===== src/rtl/score_lives_keeper.sv =====
`default_nettype none
// ============================================================================
//  Module   : score_lives_keeper
//  Purpose  : Pinball game bookkeeping. Keeps a 4-digit BCD score, the number
//             of remaining balls, and the IDLE/PLAY/RESPAWN/GAME_OVER game
//             state machine with a frame-counted respawn delay.
//  Ports    : clk          - system clock
//             resetN       - asynchronous active-low reset
//             startOfFrame - one-cycle pulse per video frame
//             startGame    - new game request (honoured in IDLE/GAME_OVER)
//             bumperHit    - one-cycle bumper collision pulse
//             targetHit    - one-cycle target collision pulse
//             ballLost     - one-cycle pulse when the ball leaves the field
//             score        - 4 BCD digits, thousands in [15:12]
//             lives        - remaining balls
//             ballEnable   - high only in PLAY
//             gameOver     - high only in GAME_OVER
//             state        - FSM state encoding
//  Revision : 1.0 - initial release
// ============================================================================
module score_lives_keeper #(
  parameter int BUMPER_POINTS  = 5,
  parameter int TARGET_POINTS  = 20,
  parameter int INITIAL_LIVES  = 3,
  parameter int RESPAWN_FRAMES = 60
) (
  input  logic        clk,
  input  logic        resetN,
  input  logic        startOfFrame,
  input  logic        startGame,
  input  logic        bumperHit,
  input  logic        targetHit,
  input  logic        ballLost,
  output logic [15:0] score,
  output logic [2:0]  lives,
  output logic        ballEnable,
  output logic        gameOver,
  output logic [1:0]  state
);

  typedef enum logic [1:0] {
    IDLE      = 2'b00,
    PLAY      = 2'b01,
    RESPAWN   = 2'b10,
    GAME_OVER = 2'b11
  } state_t;

  // Binary-to-BCD conversion, evaluated only on constants at elaboration.
  function automatic logic [15:0] to_bcd(input int v);
    to_bcd = {4'((v / 1000) % 10), 4'((v / 100) % 10),
              4'((v / 10) % 10),   4'(v % 10)};
  endfunction

  // Digit-serial BCD addition; a carry out of the thousands digit means the
  // true sum exceeds 9999, so the result pins at 9999 instead of wrapping.
  function automatic logic [15:0] bcd_add_sat(input logic [15:0] a,
                                              input logic [15:0] b);
    logic [4:0]  s;
    logic        c;
    logic [15:0] r;
    c = 1'b0;
    r = '0;
    for (int d = 0; d < 4; d++) begin
      s = {1'b0, a[4*d +: 4]} + {1'b0, b[4*d +: 4]} + {4'b0, c};
      if (s > 5'd9) begin
        s = s - 5'd10;
        c = 1'b1;
      end else begin
        c = 1'b0;
      end
      r[4*d +: 4] = s[3:0];
    end
    bcd_add_sat = c ? 16'h9999 : r;
  endfunction

  localparam logic [15:0] BUMPER_BCD = to_bcd(BUMPER_POINTS);
  localparam logic [15:0] TARGET_BCD = to_bcd(TARGET_POINTS);
  localparam logic [15:0] BOTH_BCD   = to_bcd(BUMPER_POINTS + TARGET_POINTS);
  localparam logic [2:0]  LIVES_INIT = 3'(INITIAL_LIVES);
  localparam logic [7:0]  FRAMES_INIT = 8'(RESPAWN_FRAMES);

  state_t      state_q, state_d;
  logic [15:0] score_q, score_d;
  logic [2:0]  lives_q, lives_d;
  logic [7:0]  frame_q, frame_d;
  logic        ball_en_q;
  logic        game_over_q;
  logic [15:0] pts;
  logic        any_hit;

  // Simultaneous hits are folded into one precomputed constant so a single
  // adder pass handles every case.
  always_comb begin
    pts     = 16'h0000;
    any_hit = bumperHit | targetHit;
    case ({bumperHit, targetHit})
      2'b10:   pts = BUMPER_BCD;
      2'b01:   pts = TARGET_BCD;
      2'b11:   pts = BOTH_BCD;
      default: pts = 16'h0000;
    endcase
  end

  always_comb begin
    state_d = state_q;
    score_d = score_q;
    lives_d = lives_q;
    frame_d = frame_q;
    case (state_q)
      IDLE, GAME_OVER: begin
        if (startGame) begin
          state_d = PLAY;
          score_d = 16'h0000;
          lives_d = LIVES_INIT;
          frame_d = 8'd0;
        end
      end
      PLAY: begin
        if (any_hit) begin
          score_d = bcd_add_sat(score_q, pts);
        end
        if (ballLost) begin
          lives_d = (lives_q != 3'd0) ? lives_q - 3'd1 : 3'd0;
          if (lives_q > 3'd1) begin
            state_d = RESPAWN;
            frame_d = FRAMES_INIT;
          end else begin
            state_d = GAME_OVER;
          end
        end
      end
      RESPAWN: begin
        // The pulse that takes the counter to zero also re-enters PLAY, so
        // the ball is hidden for exactly RESPAWN_FRAMES frame pulses.
        if (startOfFrame) begin
          if (frame_q <= 8'd1) begin
            frame_d = 8'd0;
            state_d = PLAY;
          end else begin
            frame_d = frame_q - 8'd1;
          end
        end
      end
      default: state_d = IDLE;
    endcase
  end

  always_ff @(posedge clk or negedge resetN) begin
    if (!resetN) begin
      state_q     <= IDLE;
      score_q     <= 16'h0000;
      lives_q     <= LIVES_INIT;
      frame_q     <= 8'd0;
      ball_en_q   <= 1'b0;
      game_over_q <= 1'b0;
    end else begin
      state_q     <= state_d;
      score_q     <= score_d;
      lives_q     <= lives_d;
      frame_q     <= frame_d;
      ball_en_q   <= (state_d == PLAY);
      game_over_q <= (state_d == GAME_OVER);
    end
  end

  assign score      = score_q;
  assign lives      = lives_q;
  assign ballEnable = ball_en_q;
  assign gameOver   = game_over_q;
  assign state      = state_q;

endmodule
`default_nettype wire


===== config.mk =====
export PLATFORM = sky130hd
export DESIGN_NAME = score_lives_keeper
export DESIGN_NICKNAME = d
export VERILOG_FILES = /design/src/rtl/score_lives_keeper.sv
export SDC_FILE = /design/constraint.sdc
export NUM_CORES = 1
export LEC_CHECK = 0
export BUFFER_PORTS_ARGS = -buffer_cell sky130_fd_sc_hd__clkbuf_2
export CAP_MARGIN = 10
export CORE_MARGIN = 2
export CORE_UTILIZATION = 51
export CTS_BUF_LIST = sky130_fd_sc_hd__clkbuf_4 sky130_fd_sc_hd__clkbuf_8 sky130_fd_sc_hd__clkbuf_16
export CTS_CLUSTER_DIAMETER = 50
export DETAILED_ROUTE_END_ITERATION = 8
export GPL_TIMING_DRIVEN = 0
export PLACE_DENSITY = 0.72
export SETUP_SLACK_MARGIN = 0.02
export SLEW_MARGIN = 20
export SYNTH_ARGS = -nofsm -noshare
export SYNTH_HDL_FRONTEND = slang
export SYNTH_SLANG_ARGS = --single-unit

===== constraint.sdc =====
create_clock -name clk -period 11.3 [get_ports clk]
set_input_delay 1.13 -clock clk [delete_from_list [all_inputs] [get_ports clk]]
set_output_delay 1.13 -clock clk [all_outputs]
set_load 0.005 [all_outputs]

==> results of run 1 <==
## synthesized netlist by cell type (all sizes together), types with 2 or more instances
cell type   n
mux2i       2
o41ai       2
dfrtp      29
nand3       3
nand2      32
nor3        3
dfstp       2
nor2       21
o21ai      38
o21a        2
a311oi      2
xor2        2
ha         18
inv        15
clkbuf      7
nor2b       2
xnor2       8
a21boi      2
o31ai       4
a31oi       3
a22o        4
a21o        4
nand2b      5
a21oi      12
or3         2
## path summary, 6_finish.rpt
kind | startpoint | end | cells after the start
max | bumperHit | score[10] | 29
min | frame_q[7] | frame_q[7] | 1
max reg2reg | score[0] | score[10] | 27
min reg2reg | frame_q[7] | frame_q[7] | 1
max in group asynchronous | resetN | lives[2] | 1
min in group asynchronous | resetN | frame_q[6] | 1
## kinds of logic after synthesis
family / count (synthesis)
simple gates: 78
flops: 31
fa+ha+maj: 20
mux: 3
compound gates: 85
xor+xnor: 10
buf+inv: 23
## layout make-up
cell class | count | share of cell area
Timing Repair Buffer | 29 | 0.0592
Sequential cell | 31 | 0.317
Inverter | 15 | 0.0229
Clock inverter | 1 | 0.00204
Clock buffer | 7 | 0.0342
Tap cell | 50 | 0.0255
Multi-Input combinational cell | 196 | 0.525
Buffer | 8 | 0.0143
## worst register-to-register path, stage by stage, from the launching register on
cell and delay [ns]:
dfrtp_1 0.40, ha_1 0.24, ha_1 0.22, xor2_1 0.24, xnor2_1 0.15, ha_1 0.25
a21boi_0 0.17, o31ai_4 0.31, ha_1 0.26, inv_1 0.07, fa_1 0.61, o21ai_0 0.13
a22o_1 0.26, ha_1 0.21, ha_1 0.38, inv_1 0.11, a21oi_1 0.13, o22ai_1 0.08
a21oi_1 0.35, ha_1 0.28, ha_1 0.25, nor2_1 0.09, a41oi_1 0.05, o22a_1 0.34
or3_1 0.35, clkbuf_1 0.21, o31ai_1 0.28, a22o_1 0.16
## stage by stage
step / cell area (um2) / setup slack (ns) / utilization / hold WS [ns] / power, mW
after floorplan: 2160 / 4.56 / - / 0.452 / 0.374
after global placement: 2360 / 3.78 / 0.587 / 0.468 / 0.449
after detailed placement: 2360 / 3.68 / 0.587 / 0.476 / 0.456
after CTS: 2450 / 3.96 / 0.609 / 0.485 / 0.549
after global routing: 2450 / 3.44 / 0.609 / 0.513 / 0.600
final: 2450 / 3.88 / 0.609 / 0.483 / 0.548
## routing by layer
metal	up-vias	track usage
met5	-	0
met4	0	0.0784
met3	8	0.0380
met2	29	0.332
met1	908	0.296
li1	964	-
## registers in the layout (all words and copies together), names as in the netlist
| register | count |
|---|---|
| ballEnable | 1 |
| frame_q | 8 |
| gameOver | 1 |
| lives | 3 |
| score | 16 |
| state | 2 |
## power by group through the flow
stage	combinational, mW	sequential, mW	clock, mW
final	0.289	0.168	0.0914
after global routing	0.329	0.173	0.0979
after CTS	0.288	0.168	0.0933
after detailed placement	0.287	0.170	0
after global placement	0.280	0.169	0
after floorplan	0.208	0.166	0
==> metrics, run 1 <==
met3 routed wirelength=154 um; global-route wire length before repair=8.31 mm; Layout Nets=312; final WL=4.74 mm; internal power=0.299 mW; DRT Pass-1 Iters=4; Cells after Synth=250; Crit Path Max Fanout=9; Worst Hold Class=reg2reg; filler cell count=364; Clk pin slew, worst setup/hold paths=0.07 ns; hold buffer count at CTS=0; Slew headroom=0.483; register area=778 um2; Achievable Freq=135 MHz; Slew Viols, Final=0; Comb power frac=0.527; mux cell area share after synthesis=0.0145; commonest non-fill, non-tap cell in the layout=nand2_1; post-synthesis adder-cell area fraction=0.118; yosys warns=0; Buffers on Ports=29; post-DR wirelength/cell=14.1 um; CP top delay family=adder cells; part of the Yosys area used for sequential elements=0.361; WL met2=2.21 mm; gpl congestion=0.821; crit path DAT=7.65 ns; Worst EP required=11.53 ns; DRC Markers=0; via/cell ratio=5.66; static leakage=1.15 nW; max layer used=met4; Netlist Area Pre-Place=2160 um2; Post-Place Cells=329; CP Capture Type=flip-flop; clock power share=0.167; library cells used by synthesis=55; Root Buffer=clkbuf_8; # diodes=0; XOR/XNOR Fraction of Synth Area=0.0441; post-cts gate resize count=0; fin crit share=0.657; core area=4030 um2; switching share of power=0.454; unrepaired setup endpoints after global routing=no; CP Buf/Inv Count=5; sw power=0.249 mW; Multi-input gate area=1290 um2; non-filler cells, final=337; fraction of layout cells with a size suffix above 1=0.150; Area contributors post-synth=dfrtp_1, ha_1, o21ai_0; top cell type's share of synthesized area=0.336; slowest stage cell, crit path=fa_1; All-Layer GR Usage=0.213; Remaining Overflow, GRT=0; R2R setup slack=4.66 ns; Final Skew=0.00590 ns; syn avg cell area=8.63 um2; PD cells=223 nW/um2; DR vias=1909; Worst Tran Pin Value=0.775 ns; Fin. Hold Viols=0; largest net degree at the start of global routing=32; synthesized net count=276; io pins=30; Post-synth ARST share=1.00; CTS tree=built; worst skew pair latency=0.29 ns; Synth Register Bits=31; Worst path max stage delay=0.61 ns; post-synth top area cell=dfrtp_1; full die area=4770 um2; most used flip-flop cell after synthesis=dfrtp_1; Most common cell on crit path=ha_1; die height=69.0 um; final setup violating endpoints=0; Bufs on Longest Clock Path=2; Synth Area in Simple Gates=0.167; initial antenna violation count=0; Flop pwr share=0.306; post-DP HPWL=3.40 mm; Synth-to-Final Area Change=13.7%; status=finished, final reports clean; max cap viols=0; commonest non-fill, non-tap cells in the layout=nand2_1, o21ai_0, dfrtp_1, clkbuf_2, nor2_1; die width=69.0 um; CP startpoint kind=primary input; Post-CTS Repair Setup Buffers=0; Starting Density=0.535; vias in the first global route=1797; Tmin final=7.42 ns; Routed met1 length=2.30 mm; Peak VDD IR=0.000145 V; post-route ant nets=0; CP Class=in2reg; Max H-tree Level=2; Post-synth EDFFs=0; DRT iter0 DRCs=89; largest family of logic cells by synthesized area=compound AO/OA/AOI/OAI gates; CTS Sinks=31; sum of negative setup slack=0 ns; row cnt=23; clock buffer count from CTS=5; Compound-Gate Fraction of Synth Area=0.253
Power figures use the tool's default switching activity.
==> inputs of run 2 (changes only) <==
clock period = 7.3 ns   (was 11.3 ns; I/O delays follow)
==> run 2 against run 1 <==
Against the previous run: clock skew about the same; via count up 0.79%; first-iteration DRC count up 15%; sequential power up 54%; critical path depth unchanged; cell area up 0.76%; clock-buffer cell count unchanged; critical path type unchanged; critical endpoint unchanged.
==> metrics, run 2 (same netlist as run 1, synthesis figures left out) <==
status=finished, final reports clean; global-route wire length before repair=8.31 mm; R2R cell count=27; Hold Slack=0.483 ns; Achievable Freq=145 MHz; Worst Hold Class=reg2reg; Multi-input gate area=1290 um2; post-DP HPWL=3.40 mm; WHS Path Cells=1; DR vias=1924; Max H-tree Level=2; CP top delay family=adder cells; final setup violating endpoints=0; via/cell ratio=5.68; Layout Nets=314; slowest stage cell, crit path=fa_1; CP Class=in2reg; die height=69.0 um; CTS Sinks=31; number of flip-flops in the largest register=16; die width=69.0 um; DRC Markers=0; final core utilization=0.614; commonest non-fill, non-tap cells in the layout=nand2_1, o21ai_0, dfrtp_1, clkbuf_2, nor2_1; Final Skew=0.00570 ns; Reg2Reg Capture Point=score[10]; Starting Density=0.535; full die area=4770 um2; worst reg2reg path startpoint=score[0]; commonest non-fill, non-tap cell in the layout=nand2_1; worst skew pair latency=0.29 ns; Bufs on Longest Clock Path=2; vias in the first global route=1797; filler cell count=365; post-DR wirelength/cell=14.1 um; Pwr Total=0.852 mW; Tmin final=6.88 ns; CP Capture Type=flip-flop; crit path DAT=7.11 ns; PD cells=345 nW/um2; non-filler cells, final=339; Worst path max stage delay=0.61 ns; CP startpoint kind=primary input; static leakage=1.17 nW; Fin. Hold Viols=0; max cap viols=0; Hold Path Sink=frame_q[7]; # diodes=0; Worst EP required=7.53 ns; clock buffer count from CTS=5; DRT iter0 DRCs=102; Synth-to-Final Area Change=14.6%; Crit Path Max Fanout=9; fin crit share=0.942; initial antenna violation count=0; Most common cell on crit path=ha_1; Remaining Overflow, GRT=0; post-route ant nets=0; DRT Pass-1 Iters=4; gpl congestion=0.821; Slew Viols, Final=0; final WL=4.77 mm; Post-Place Cells=329; register area=778 um2; fraction of layout cells with a size suffix above 1=0.159; row cnt=23; Buffers on Ports=29; hold buffer count at CTS=0; All-Layer GR Usage=0.213; Clk pin slew, worst setup/hold paths=0.07 ns; R2R setup slack=0.80 ns; io pins=30; CTS tree=built; Root Buffer=clkbuf_8; Peak VDD IR=0.000224 V; Worst Tran Pin Value=0.776 ns; CP Buf/Inv Count=5; largest net degree at the start of global routing=32; core area=4030 um2; min-delay src=frame_q[7]; Slew headroom=0.483; sum of negative setup slack=0 ns
run 2: final cells by class:
class                      instances  share of cell area
timing repair buffer              31              0.0648
sequential                        31               0.315
multi-input combinational        196               0.522
tap                               50              0.0253
inverter                          15              0.0228
clock inverter                     1             0.00202
clock buffer                       7              0.0339
buffer                             8              0.0142
run 2: worst register-to-register path: cells and delay by family, from the launching register on:
kind	cells	cell delay, ns
DFF	1	0.40
xor gates and xnor gates	2	0.39
and+or+nand+nor	2	0.43
buffers and inverters	3	0.40
AOI/OAI and AO/OA	11	2.17
adders and majority gates	9	2.66
run 2: power breakdown:
part / switching, mW / internal, mW
combinational: 0.276 / 0.175
sequential: 0.0407 / 0.219
clock: 0.0677 / 0.0743
total: 0.385 / 0.468
run 2: worst max path at each step:
stage | from | to | cells after the start
after floorplan | bumperHit | score[10] | 28
after global placement | bumperHit | score[10] | 29
after detailed placement | bumperHit | score[10] | 29
after CTS | bumperHit | score[10] | 29
after global routing | bumperHit | score[10] | 29
final | bumperHit | score[10] | 29
run 2: metrics by stage:
stage	cell area [um2]	setup slack (ns)
after floorplan	2160	0.960
after global placement	2360	0.179
after detailed placement	2360	0.0838
after CTS	2450	0.357
after global routing	2470	-0.00468
final	2470	0.420
run 2: what timing repair did:
action,4_1_cts,5_1_grt
hold endpoints to repair,0,0
endpoints found under the setup margin,0,4
setup buffers,0,2
resized for setup,0,1
run 2: per-layer routing:
metal / global-route usage / vias to the layer above / part of all wire
met4: 0.0784 / 0 / 0.020
met5: 0 / - / 0
met1: 0.296 / 909 / 0.47
met2: 0.332 / 36 / 0.48
met3: 0.0380 / 10 / 0.036
li1: - / 969 / -
